<file path="src/rtl/mips_pkg.sv">
// Shared MIPS fetch-stage definitions: redirect request kinds and the sequencer state encoding.
package mips_pkg;

    localparam logic [1:0] KIND_J    = 2'd0;
    localparam logic [1:0] KIND_BR   = 2'd1;
    localparam logic [1:0] KIND_JR   = 2'd2;
    localparam logic [1:0] KIND_RSVD = 2'd3;

    typedef enum logic {
        ST_IDLE = 1'b0,
        ST_SLOT = 1'b1
    } state_t;

endpackage

</file>
<file path="src/rtl/jump_target_calc.sv">
// Combinational redirect target generation for J, taken-branch and JR requests.
module jump_target_calc
    import mips_pkg::*;
#(
    parameter int WIDTH    = 32,
    parameter int INDEX_W  = 26,
    parameter int OFFSET_W = 16
) (
    input  logic [WIDTH-1:0]    pc_plus4,
    input  logic [1:0]          kind,
    input  logic [INDEX_W-1:0]  instr_index,
    input  logic [OFFSET_W-1:0] br_offset,
    input  logic [WIDTH-1:0]    jr_target,
    output logic [WIDTH-1:0]    target,
    output logic                misaligned
);

    localparam int REGION_W = WIDTH - INDEX_W - 2;
    localparam int SEXT_W   = WIDTH - OFFSET_W - 2;

    logic [WIDTH-1:0] j_tgt;
    logic [WIDTH-1:0] br_disp;
    logic [WIDTH-1:0] br_tgt;
    logic [WIDTH-1:0] jr_tgt;

    // Jump keeps the region bits of the delay-slot address, as in the original MIPS J logic.
    assign j_tgt   = {pc_plus4[WIDTH-1 -: REGION_W], instr_index, 2'b00};
    assign br_disp = {{SEXT_W{br_offset[OFFSET_W-1]}}, br_offset, 2'b00};
    assign br_tgt  = pc_plus4 + br_disp;
    assign jr_tgt  = {jr_target[WIDTH-1:2], 2'b00};

    always_comb begin
        target = '0;
        case (kind)
            KIND_J:  target = j_tgt;
            KIND_BR: target = br_tgt;
            KIND_JR: target = jr_tgt;
            default: target = '0;
        endcase
    end

    assign misaligned = (kind == KIND_JR) && (jr_target[1:0] != 2'b00);

endmodule

</file>
<file path="src/rtl/pc_sequencer.sv">
// Fetch-stage program counter with J/BRANCH/JR redirects and an optional branch-delay slot.
module pc_sequencer
    import mips_pkg::*;
#(
    parameter int          WIDTH      = 32,
    parameter int          INDEX_W    = 26,
    parameter int          OFFSET_W   = 16,
    parameter logic [WIDTH-1:0] RESET_PC = '0,
    parameter int          DELAY_SLOT = 1
) (
    input  logic                clk,
    input  logic                rst_n,
    input  logic                stall,
    input  logic                req_valid,
    input  logic [1:0]          req_kind,
    input  logic [INDEX_W-1:0]  instr_index,
    input  logic [OFFSET_W-1:0] br_offset,
    input  logic [WIDTH-1:0]    jr_target,
    output logic                req_ready,
    output logic [WIDTH-1:0]    pc,
    output logic [WIDTH-1:0]    pc_plus4,
    output logic                pending,
    output logic                addr_err
);

    state_t           state_reg;
    logic [WIDTH-1:0] pc_reg;
    logic [WIDTH-1:0] tgt_reg;
    logic             addr_err_reg;

    logic [WIDTH-1:0] target;
    logic             misaligned;
    logic             accept;

    jump_target_calc #(
        .WIDTH    (WIDTH),
        .INDEX_W  (INDEX_W),
        .OFFSET_W (OFFSET_W)
    ) u_calc (
        .pc_plus4    (pc_plus4),
        .kind        (req_kind),
        .instr_index (instr_index),
        .br_offset   (br_offset),
        .jr_target   (jr_target),
        .target      (target),
        .misaligned  (misaligned)
    );

    assign pc_plus4  = pc_reg + WIDTH'(4);
    assign req_ready = (state_reg == ST_IDLE) && !stall;
    // Reserved kind behaves like no request apart from the error pulse.
    assign accept    = req_ready && req_valid && (req_kind != KIND_RSVD);

    always_ff @(posedge clk or negedge rst_n) begin
        if (!rst_n) begin
            state_reg    <= ST_IDLE;
            pc_reg       <= RESET_PC;
            tgt_reg      <= '0;
            addr_err_reg <= 1'b0;
        end else if (stall) begin
            addr_err_reg <= 1'b0;
        end else begin
            addr_err_reg <= req_ready && req_valid &&
                            ((req_kind == KIND_RSVD) || misaligned);
            case (state_reg)
                ST_IDLE: begin
                    if (accept && (DELAY_SLOT != 0)) begin
                        tgt_reg   <= target;
                        pc_reg    <= pc_plus4;
                        state_reg <= ST_SLOT;
                    end else if (accept) begin
                        pc_reg    <= target;
                    end else begin
                        pc_reg    <= pc_plus4;
                    end
                end
                ST_SLOT: begin
                    pc_reg    <= tgt_reg;
                    state_reg <= ST_IDLE;
                end
                default: state_reg <= ST_IDLE;
            endcase
        end
    end

    assign pc       = pc_reg;
    assign pending  = (state_reg == ST_SLOT);
    assign addr_err = addr_err_reg;

endmodule
</file>
<file path="config.mk">
export PLATFORM = sky130hd
export DESIGN_NAME = pc_sequencer
export DESIGN_NICKNAME = d
export VERILOG_FILES = /design/src/rtl/mips_pkg.sv /design/src/rtl/jump_target_calc.sv /design/src/rtl/pc_sequencer.sv
export SDC_FILE = /design/constraint.sdc
export NUM_CORES = 1
export LEC_CHECK = 0
export CAP_MARGIN = 10
export CELL_PAD_IN_SITES_DETAIL_PLACEMENT = 1
export CELL_PAD_IN_SITES_GLOBAL_PLACEMENT = 1
export CORE_UTILIZATION = 38
export DETAILED_ROUTE_END_ITERATION = 12
export PLACE_DENSITY_LB_ADDON = 0.1
export SLEW_MARGIN = 20
export SYNTH_ARGS = -nofsm -noshare
export SYNTH_HDL_FRONTEND = slang
export SYNTH_HIERARCHICAL = 1
export SYNTH_SLANG_ARGS = --single-unit
</file>
<file path="constraint.sdc">
create_clock -name clk -period 4.1 [get_ports clk]
set_clock_uncertainty 0.2 [all_clocks]
set_input_delay 0.82 -clock clk [delete_from_list [all_inputs] [get_ports clk]]
set_output_delay 0.82 -clock clk [all_outputs]
set_load 0.02 [all_outputs]
</file>
---- After elaboration in Yosys (flattened, before gate mapping) ----
Cells that the tools add are included.
word-level totals
  register bits after elaboration ......... 66
  input port bits ......................... 80
  output and inout port bits .............. 67
  word-level logic and storage cells ...... 27
operators by class
  add/sub/neg operators ................... 2
  equality and inequality tests ........... 4
  multiplexer cells ....................... 5
  bitwise logic cells ..................... 2
  reductions and logical operators ........ 10
operators with widths
  cell                                                 count
  one-hot mux 32 bit (3 select lines)                  1
  one-hot mux 32 bit (2 select lines)                  1
  adder 32 x 3 -> 32 bit, second input constant        1
  adder 32 bit                                         1
  logical AND 1 bit                                    5
  equality test 2 bit, second input constant           2
  AND reduction 3 bit                                  1
  equality test 2 x 1 -> 1 bit, second input constant  1
  zero test 2 bit                                      1
  2-to-1 mux 1 bit                                     2
  inequality test 2 bit, second input constant         1
  NOT 1 bit                                            2
  one-hot mux 1 bit (2 select lines)                   1
  nonzero test 2 bit                                   1
  zero test 1 bit                                      1
  logical OR 1 bit                                     1

---- Longest topological paths before layout ----
Gate-level depths: netlist of the first run.
  word-level depth ........................ 6
  gate-level depth with buffers ........... 17
  mapped depth without buffers ............ 16

---- By module ----
The synthesis of the first run kept the hierarchy.
by module, submodules not included
  module            times used  cells an instance  area an instance (um^2)  sequential area each (um^2)
  pc_sequencer      1           380                3,774.9                  1,651.6
  jump_target_calc  1           320                2,235.9                  0.0

---- Least setup slack after synthesis of the first run ----
Ideal clock, no wire load.
  kind .................................... reg2reg
  start point ............................. register pc_reg[5], in the netlist pc[5]
  end point ............................... register tgt_reg[20]
  library setup time ...................... 0.128 ns
  arrival time ............................ 3.845 ns
  required time ........................... 3.772 ns
  slack ................................... -0.072 ns
  cell stages (with the launch flop) ...... 17
  path buffers ............................ 2
  period minus slack after synthesis ...... 4.172 ns
  path through ............................ dfrtp_1 -> buf_4 -> nand4_2 -> nor4_2 -> nand2_1 -> xnor2_1 -> ha_1 -> buf_6 -> a41o_1 -> a21o_2 -> and2_2 -> a2111o_1 -> a21oi_1 -> o21ai_1 -> a31oi_1 -> o21ai_1 -> mux2_1
between the ends
  word-level cells in the longest chain between the ends .. 3
ends and longest elaborated chain
  what                                 RTL line                source
  start, declared                      pc_sequencer.sv:27      logic [WIDTH-1:0] pc_reg;
  start signal, assigned               pc_sequencer.sv:69      pc_reg <= pc_plus4;
  start signal, assigned               pc_sequencer.sv:72      pc_reg <= target;
  start signal, assigned               pc_sequencer.sv:74      pc_reg <= pc_plus4;
  adder 32 x 3 -> 32 bit               pc_sequencer.sv:49      assign pc_plus4 = pc_reg + WIDTH'(4);
  via pc_plus4[16]                     pc_sequencer.sv:21      output logic [WIDTH-1:0] pc_plus4,
  adder 32 bit                         jump_target_calc.sv:29  assign br_tgt = pc_plus4 + br_disp;
  one-hot mux 32 bit (3 select lines)  jump_target_calc.sv:34  case (kind)
  via target[20]                       pc_sequencer.sv:31      logic [WIDTH-1:0] target;
  end signal, assigned                 pc_sequencer.sv:68      tgt_reg <= target;
  end, declared                        pc_sequencer.sv:28      logic [WIDTH-1:0] tgt_reg;
The timed path passes the listed nets, and every way through them passes these cells.
A chain may end at the register's enable or synchronous reset.

---- Worst setup path after layout of the first run ----
  start point ............................. register pc_reg[3], in the netlist pc[3]
  end point ............................... register tgt_reg[27]
between the ends
  word-level cells in the longest chain between the ends .. 3
ends and longest elaborated chain
  what                                 RTL line
  adder 32 x 3 -> 32 bit               pc_sequencer.sv:49
  adder 32 bit                         jump_target_calc.sv:29
  one-hot mux 32 bit (3 select lines)  jump_target_calc.sv:34
  via target[27]                       pc_sequencer.sv:31
The timed path passes the listed nets, and every way through them passes these cells.

==> results.json, run 1 <==
{
  "status": "finished with violations",
  "violations": "setup timing",
  "syn_avg_cell_area_um2": 8.587,
  "slowest_delay_ns": 0.46,
  "seq_area_frac_synth": 0.2748,
  "layout_min_cycle_time_ns": 4.123,
  "worstPathMaxFanout": 5,
  "area_growth_pct": 48.98,
  "hold_end": "tgt_reg[16]",
  "synthMostInstantiatedCell": "dfrtp_1",
  "peakVddDrop_mv": 0.3551,
  "timing.fmax_ghz": 0.2425,
  "r2r_cells": 17,
  "endpoint_kind": "flip-flop",
  "grt_pass1_vias": 6809,
  "r2r_end": "tgt_reg[27]",
  "clk_latency_ns": 0.34,
  "dr.pass1.iters": 5,
  "synthCells": 700,
  "hold_violations": 0,
  "ys_seq_elements": 66,
  "vias": 6627,
  "gp_congestion": 0.9766,
  "cellLeakagePower_uw": 0.003811,
  "fillers": 1799,
  "start_util": 0.3925,
  "antenna_found_initial": 0,
  "r2r_start": "pc[3]",
  "diodes": 0,
  "hold_path.class": "reg -> reg",
  "hp-start": "tgt_reg[16]",
  "ys_warn_count": 6,
  "finalCritPeriodShare": 1.006,
  "synth_edf_count": 0,
  "routed_via_density": 5.813,
  "cp.buffers_inverters": 3,
  "synth_fp_nets": 811,
  "clockBufferDepth": 2,
  "wl_um": 24710,
  "cpMaxStageDelayCell": "dfrtp_1",
  "powerDensity_nw_per_um2": 594.1,
  "place.detailed.hpwl_um": 18340,
  "clockRootBuffer": "clkbuf_16",
  "drive_gt1_frac": 0.2164,
  "setup_viol": 4,
  "synth_top_area_cell": "dfrtp_1",
  "worst_slew_pin_slew_ns": 1.042,
  "initialDrtViolationCount": 368,
  "synthArstFlopShare": 1.000,
  "synthFlopType": "dfrtp_1",
  "clk_pin_slew_ns": 0.05,
  "die_width_um": 127.8,
  "cts_buffers": 9,
  "synthDistinctLibCells": 81,
  "antenna_left": 0,
  "min_path_cells": 1,
  "worst_setup_path_start_kind": "flip-flop",
  "fin_hold_ws_ns": 0.2897,
  "r2r_slack_ns": -0.02,
  "grtUsageTotal": 0.2928,
  "grt_overflow_total": 0,
  "slew_violations": 0,
  "synth_top_area_share": 0.2748,
  "worst_slack_ns": -0.02298,
  "required_ns": 4.17,
  "path_cells": "ha_4, nand2_2, nor4_4, buf_4, buf_4, buf_4, nand3_1, xnor2_1, ha_1, nand2_1, nor2_1, nand3_1, o211ai_1, xor2_1, mux2i_1, o21ai_1, mux2_1",
  "grt_start_max_net_pins": 62,
  "rows": 45,
  "port-buffer-count": 146,
  "cpLargestDelayFamily": "simple AND/OR/NAND/NOR gates",
  "crit_path_frequent_cell": "buf_4",
  "cp.arrival_ns": 4.20,
  "die_h_um": 127.8,
  "htreeDepth": 3,
  "grt_pass1_wl_um": 36960,
  "rsz0062_at_grt": "true",
  "slew-limit-headroom": 0.3031,
  "cts_tree": "done",
  "die_area_um2": 16330,
  "drc": 0,
  "utilization": 0.5847,
  "cts.sink_count": 66,
  "post_drt_wl_per_cell_um": 21.68,
  "ios": 147,
  "syn_area_um2": 6011,
  "multi_input_area_um2": 4348,
  "crit_cells": 17,
  "synth_area_leaders": "dfrtp_1 27%, ha_1 6.2%, mux2_1 5.4%",
  "criticalPathCategory": "reg -> reg",
  "synth_common_cells": "66 x dfrtp_1, 65 x nand2_1, 47 x o21ai_0, 45 x nor2_1, 40 x a21oi_1",
  "regArea_um2": 1653,
  "core_area_um2": 15310,
  "drv_cap": 0,
  "cts_hold_buf": 0,
  "critPathLaunch": "pc[3]",
  "num-nets-final": 1035
}
==> layout by cell type, fill, tap and decap left out, drive strengths merged, types with 25 or more instances in the layout <==
master         count
a21oi             40
buf              117
clkdlybuf4s50    143
dfrtp             66
ha                30
mux2              34
mux2i             25
nand2             65
nor2              45
o21ai             54
xnor2             33
==> layout make-up <==
cell class | instances | area share
timing repair buffer | 260 | 0.2616
tap | 211 | 0.02948
clock buffer | 14 | 0.03060
inverter | 17 | 0.007126
sequential | 66 | 0.1846
multi-input combinational | 570 | 0.4855
clock inverter | 2 | 0.001118
==> per-layer routing <==
| layer | track usage | part of all wire | up-vias | wire length, um |
|---|---|---|---|---|
| met5 | 0 | 0 | - | 0 |
| li1 | - | - | 3038 | - |
| met3 | 0.03631 | 0.046 | 33 | 1149 |
| met2 | 0.4815 | 0.47 | 225 | 11640 |
| met1 | 0.4079 | 0.47 | 3331 | 11500 |
| met4 | 0.06990 | 0.017 | 0 | 420 |
==> timing repair <==
item | 4_1_cts | 5_1_grt
pin swaps | 2 | 15
setup buffers | 0 | 11
setup endpoints to repair | 11 | 18
gates resized for setup | 7 | 42
==> per-stage QoR <==
stage          worst slack (ns)  std cells  power (uW)  setup TNS (ns)  instance area, um^2
3_3_place_gp           -0.08026       1113        4214         -0.3021                 8297
2_1_floorplan           0.01889        700        2848               0                 6041
4_1_cts                0.001518       1129        5080               0                 8628
6_report               -0.02298       1140        5320        -0.07648                 8955
3_5_place_dp            -0.1412       1113        4297         -0.9385                 8299
5_1_grt                 -0.2154       1140        5627          -1.650                 8955
==> kinds of logic after synthesis <==
| logic type | Yosys count | synth area share |
|---|---|---|
| compound gates | 200 | 0.2229 |
| buf+inv | 64 | 0.05516 |
| flops | 66 | 0.2748 |
| xor+xnor | 48 | 0.06994 |
| mux | 59 | 0.1053 |
| fa+ha+maj | 31 | 0.06578 |
| simple gates | 232 | 0.2061 |
==> worst register-to-register path, delay by kind of cell (launching register included) <==
family / cells / cell delay (ns)
AO/OA/AOI/OAI: 2 / 0.53
XOR/XNOR: 2 / 0.45
adder cells (fa/ha/maj): 2 / 0.65
buffers and inverters: 3 / 0.39
flip-flops: 1 / 0.46
multiplexers: 2 / 0.28
AND/OR/NAND/NOR: 6 / 1.11
==> where the power goes <==
part | internal, uW | total (uW) | switching, uW
clock | 457 | 744 | 286
combinational | 1630 | 3440 | 1810
sequential | 875 | 1140 | 260
==> worst max-delay path by stage <==
stage,to,slack (ns)
5_1_grt,tgt_reg[31],-0.22
3_5_place_dp,tgt_reg[22],-0.14
3_3_place_gp,tgt_reg[30],-0.08
6_report,tgt_reg[27],-0.02
2_1_floorplan,tgt_reg[30],0.02
4_1_cts,tgt_reg[29],0.002
(Power assumes the default switching activity.)
==> inputs of run 2 (changes only) <==
--- a/config.mk
+++ b/config.mk
@@ -8,10 +8,10 @@
 export CAP_MARGIN = 10
 export CELL_PAD_IN_SITES_DETAIL_PLACEMENT = 1
 export CELL_PAD_IN_SITES_GLOBAL_PLACEMENT = 1
-export CORE_UTILIZATION = 38
+export CORE_UTILIZATION = 48
 export DETAILED_ROUTE_END_ITERATION = 12
+export DONT_BUFFER_PORTS = 1
 export PLACE_DENSITY_LB_ADDON = 0.1
-export SLEW_MARGIN = 20
 export SYNTH_ARGS = -nofsm -noshare
 export SYNTH_HDL_FRONTEND = slang
 export SYNTH_HIERARCHICAL = 1
==> run 2 against run 1 <==
The flow still finishes with violations (setup timing). Count of clock-buffer cells in the layout decreased by 1. Flip-flop and latch count did not move. First-iteration DRC count is 48% higher. Die area decreased by 21%. Worst setup slack worse by 0.091 ns. Via count decreased by 4.4%. Combinational power decreased by 10%. Sequential power is essentially flat. Global-route usage up 6.8 points. Wire length hardly changed. Cell count decreased by 16%. Critical path type unchanged. Largest power group unchanged. Highest routed layer unchanged.
==> results.json, run 2 (synthesis results as in run 1) <==
{
  "status": "finished with violations",
  "violations": "setup timing",
  "slowest_delay_ns": 0.58,
  "vias": 6337,
  "die_h_um": 113.9,
  "worst_setup_path_start_kind": "flip-flop",
  "dpl-instance-area_um2": 6819,
  "peakVddDrop_mv": 0.3661,
  "grt_start_max_net_pins": 67,
  "rsz0062_at_grt": "true",
  "endpoint_kind": "flip-flop",
  "antenna_found_initial": 1,
  "grtUsageTotal": 0.3606,
  "gp_congestion": 0.9451,
  "core_area_um2": 12110,
  "total_power_uw": 4952,
  "cts_buffers": 9,
  "clockRootBuffer": "clkbuf_16",
  "clockBufferDepth": 2,
  "die_width_um": 113.9,
  "layout_min_cycle_time_ns": 4.214,
  "path_cells": "buf_4, nand3_2, nor3_1, xor2_1, buf_4, ha_1, and3_1, o2111ai_1, nand3_1, a31oi_4, inv_1, a211o_1, a31oi_2, o21ai_1, mux2_1",
  "final_common_cell": "buf_4",
  "post_drt_wl_per_cell_um": 25.69,
  "die_area_um2": 12970,
  "dr.pass1.iters": 5,
  "initialDrtViolationCount": 543,
  "setup_viol": 10,
  "finalCritPeriodShare": 1.028,
  "cts.sink_count": 66,
  "powerDensity_nw_per_um2": 656.7,
  "num-nets-final": 900,
  "drv_cap": 0,
  "antenna_left": 0,
  "grt_pass1_vias": 6346,
  "clk_pin_slew_ns": 0.06,
  "drc": 0,
  "wl_um": 24720,
  "routed_via_density": 6.587,
  "start_util": 0.4963,
  "cellLeakagePower_uw": 0.003270,
  "criticalPathCategory": "reg -> reg",
  "cts_tree": "done",
  "cp.arrival_ns": 4.23,
  "cp.buffers_inverters": 3,
  "hold_violations": 0,
  "worst_slack_ns": -0.1140,
  "post-place-ws_ns": -0.06883,
  "fin_area_um2": 7541,
  "required_ns": 4.12,
  "slew_violations": 0,
  "port-buffer-count": 0,
  "mostFrequentLayoutCells": "123 x buf_4, 63 x nand2_1, 59 x dfrtp_1",
  "worstPathMaxFanout": 5,
  "cpMaxStageDelayCell": "nor3_1",
  "ios": 147,
  "crit_path_frequent_cell": "buf_4",
  "slew-limit-headroom": 0.2067,
  "hold_path.class": "in -> async",
  "area_growth_pct": 25.46,
  "grt_pass1_wl_um": 35330,
  "clk_latency_ns": 0.33,
  "cpLargestDelayFamily": "simple AND/OR/NAND/NOR gates",
  "drive_gt1_frac": 0.2657,
  "worst_slew_pin_slew_ns": 1.185,
  "grt_overflow_total": 0,
  "diodes": 0,
  "timing.fmax_ghz": 0.2373,
  "rows": 40,
  "htreeDepth": 3,
  "place.detailed.hpwl_um": 16930
}
[run 2: cell types whose count changed in the layout (fill, tap and decap cells not counted), moves of 3 or more]
cell / previous run / this run
dfrtp_2: 1 / 7
dfrtp_1: 65 / 59
clkdlybuf4s50_1: 143 / 0
buf_12: 3 / 0
buf_4: 112 / 123
[run 2: worst register-to-register path, stage by stage, from the launching register on]
cell,delay (ns)
dfrtp_2,0.41
buf_4,0.14
nand3_2,0.20
nor3_1,0.58
xor2_1,0.22
buf_4,0.21
ha_1,0.34
and3_1,0.21
o2111ai_1,0.10
nand3_1,0.20
a31oi_4,0.26
inv_1,0.09
a211o_1,0.31
a31oi_2,0.22
o21ai_1,0.12
mux2_1,0.30
[run 2: worst paths after layout]
path                              from          end  slack [ns]  cells after the start
setup / recovery                 pc[2]  tgt_reg[22]       -0.11                     15
hold / removal                   rst_n       pc[29]        0.17                      1
setup reg to reg                 pc[2]  tgt_reg[22]       -0.11                     15
hold reg to reg            tgt_reg[27]  tgt_reg[27]        0.29                      1
max in group asynchronous        rst_n        pc[2]        3.21                      1
min in group clk           tgt_reg[27]  tgt_reg[27]        0.29                      1
[run 2: routing by layer]
layer	vias to the layer above	part of all wire	GRT usage
li1	2774	-	-
met2	324	0.47	0.5793
met5	-	0	0
met3	63	0.086	0.09511
met1	3176	0.42	0.4687
met4	0	0.028	0.1273
[run 2: layout make-up]
type,count,area [um^2]
Fill cell,1452,4571
Multi-Input combinational cell,570,4379
Sequential cell,66,1660
Timing Repair Buffer,125,962.2
Clock buffer,13,250.2
Tap cell,168,210.2
Inverter,17,63.81
Clock inverter,3,15.01
[run 2: timing repair]
action	CTS	global route
cloned	0	0
setup endpoints to repair	10	14
endpoints found under the hold margin	66	0
resized for setup	13	46
pin swaps	4	15
hold buffers	1	0
buffers inserted	2	11
[run 2: per-stage QoR]
| stage | util | instances | hold WS [ns] | TNS (ns) |
|---|---|---|---|---|
| 4_1_cts | 0.5951 | 951 | 0.1849 | 0 |
| 3_3_place_gp | 0.5630 | 932 | 0.2687 | -0.007072 |
| 3_5_place_dp | 0.5630 | 932 | 0.2851 | -0.1384 |
| 2_1_floorplan | - | 700 | 0.2585 | 0 |
| 5_1_grt | 0.6226 | 962 | 0.1842 | -2.032 |
| 6_report | 0.6226 | 962 | 0.1658 | -0.7032 |
[run 2: power by group]
group          leakage, uW  switching, uW  internal (uW)
clock             0.000133            290            423
sequential        0.000788            264            880
combinational      0.00235           1780           1310
total              0.00327           2340           2620
==> inputs of run 3 (changes only) <==
--- a/config.mk
+++ b/config.mk
@@ -12,6 +12,7 @@
 export DETAILED_ROUTE_END_ITERATION = 12
 export DONT_BUFFER_PORTS = 1
 export PLACE_DENSITY_LB_ADDON = 0.1
+export RECOVER_POWER = 25
 export SYNTH_ARGS = -nofsm -noshare
 export SYNTH_HDL_FRONTEND = slang
 export SYNTH_HIERARCHICAL = 1
==> run 3 against run 2 <==
The run ends with capacitance limit, slew limit, setup timing left. Wire length increased by 0.22%. Die area stayed put. Flip-flop and latch count unchanged. Combinational power hardly changed. Final area fell by 0.27%. Global-route usage stayed put. Core utilization down 0.17 points. Critical endpoint is now tgt_reg[28]. Largest power group unchanged. Highest routed layer unchanged.
==> results.json, run 3 (synthesis results as in run 1) <==
{
  "start_util": 0.4963,
  "cts.sink_count": 66,
  "gp_congestion": 0.9451,
  "timing.fmax_ghz": 0.2352,
  "antenna_found_initial": 1,
  "cpMaxStageDelayCell": "nor3_1",
  "peakVddDrop_mv": 0.3650,
  "clk_pin_slew_ns": 0.06,
  "cpLargestDelayFamily": "simple AND/OR/NAND/NOR gates",
  "grt_pass1_wl_um": 35330,
  "die_width_um": 113.9,
  "finalCritPeriodShare": 1.037,
  "grtUsageTotal": 0.3606,
  "clk_latency_ns": 0.33,
  "clockRootBuffer": "clkbuf_16",
  "cp.buffers_inverters": 2,
  "die_h_um": 113.9,
  "port-buffer-count": 0,
  "required_ns": 4.11,
  "grt_start_max_net_pins": 67,
  "routed_via_density": 6.549,
  "path_cells": "buf_4, nand3_2, nor3_1, xor2_1, buf_4, ha_1, and3_1, o21ai_0, nand3_1, a31oi_4, o21ai_1, a31oi_1, xor2_1, o21ai_0, mux2_1",
  "p_sw_uw": 2338,
  "dpl-instance-area_um2": 6819,
  "grt_pass1_vias": 6346,
  "worst_slack_ns": -0.1523,
  "vias": 6307,
  "p_sw_frac": 0.4722,
  "cp.arrival_ns": 4.26,
  "rows": 40,
  "rsz0062_at_grt": "true",
  "setup_viol": 11,
  "hold_violations": 0,
  "p_seq_frac": 0.231,
  "violations": "capacitance limit, slew limit, setup timing",
  "slowest_delay_ns": 0.59,
  "status": "finished with violations",
  "powerDensity_nw_per_um2": 658.2,
  "worstPathMaxFanout": 5,
  "ios": 147,
  "worst_setup_path_start_kind": "flip-flop",
  "antenna_left": 0,
  "grt_overflow_total": 0,
  "drive_gt1_frac": 0.2657,
  "hold_path.class": "reg -> reg",
  "place.detailed.hpwl_um": 16930,
  "p_comb_frac": 0.624,
  "fin_setup_tns_ns": -1.046,
  "cellLeakagePower_uw": 0.003261,
  "core_area_um2": 12110,
  "worst_slew_pin_slew_ns": 1.800,
  "endpoint_kind": "flip-flop",
  "crit_cells": 15,
  "criticalPathCategory": "reg -> reg",
  "final_common_cell": "buf_4",
  "drv_cap": 1,
  "htreeDepth": 3,
  "initialDrtViolationCount": 596,
  "area_growth_pct": 25.12,
  "wl_um": 24770,
  "post_drt_wl_per_cell_um": 25.72,
  "layout_min_cycle_time_ns": 4.252,
  "power_frac_clock": 0.145,
  "fillers": 1454,
  "min_path_cells": 1,
  "drc": 0,
  "num-nets-final": 900,
  "cts_tree": "done",
  "slew-limit-headroom": -0.2001,
  "cts_buffers": 9,
  "slew_violations": 67,
  "r2r_cells": 15,
  "dr.pass1.iters": 5,
  "mostFrequentLayoutCells": "123 x buf_4, 63 x nand2_1, 59 x dfrtp_1",
  "die_area_um2": 12970,
  "p_int_uw": 2613,
  "clockBufferDepth": 2,
  "fin_area_um2": 7521
}
-- run 3: cell count changes in the layout (fill, tap and decap cells not counted) --
cell	delta
diode_2	+1
clkbuf_2	+1
buf_16	-1
-- run 3: path summary, 6_finish.rpt --
kind	slack (ns)	startpoint	to
worst max-delay path	-0.15	pc[2]	tgt_reg[28]
worst min-delay path	0.29	tgt_reg[27]	tgt_reg[27]
worst max register to register	-0.15	pc[2]	tgt_reg[28]
worst min register to register	0.29	tgt_reg[27]	tgt_reg[27]
max in group asynchronous	1.72	rst_n	pc[2]
min in group asynchronous	0.77	rst_n	pc[23]
-- run 3: cell type report --
type / count / area, um^2 / share of cell area
clock inverters: 3 / 15.01 / 0.001996
inverters: 17 / 63.81 / 0.008484
diodes: 1 / 2.502 / 0.0003327
well taps: 168 / 210.2 / 0.02795
multi-input cells: 570 / 4379 / 0.5823
flip-flops and latches: 66 / 1660 / 0.2208
clock buffers: 13 / 250.2 / 0.03327
repair buffers: 125 / 939.7 / 0.1249
-- run 3: routing by layer --
layer	track usage	wire length (um)	up-vias
met5	0	0	-
met4	0.1273	718	0
met3	0.09511	2112	59
met2	0.5793	11590	323
met1	0.4687	10350	3152
li1	-	-	2773
-- run 3: power groups by stage --
stage,sequential [uW],combinational [uW],clock (uW)
after floorplan,1180,1670,0
after detailed placement,1110,2750,0
after CTS,1100,2830,718
after global placement,1080,2650,0
final,1140,3090,716
after global routing,1160,3290,746
-- run 3: what timing repair did --
action | CTS | global route
pin swaps | 4 | 15
gates resized for setup | 13 | 46
hold endpoints to repair | 66 | 0
hold buffers | 1 | 0
buffers inserted | 2 | 11
endpoints found under the setup margin | 10 | 14
-- run 3: through the flow --
stage                       util  setup WS, ns  std cells  hold WS [ns]  total power [uW]
final                     0.6210       -0.1523        963        0.2918              4951
after global routing      0.6208       -0.2216        962        0.3067              5196
after floorplan                -       0.01889        700        0.2585              2848
after CTS                 0.5951      0.002406        951        0.1849              4653
after detailed placement  0.5630      -0.06883        932        0.2851              3855
after global placement    0.5630     -0.007072        932        0.2687              3731
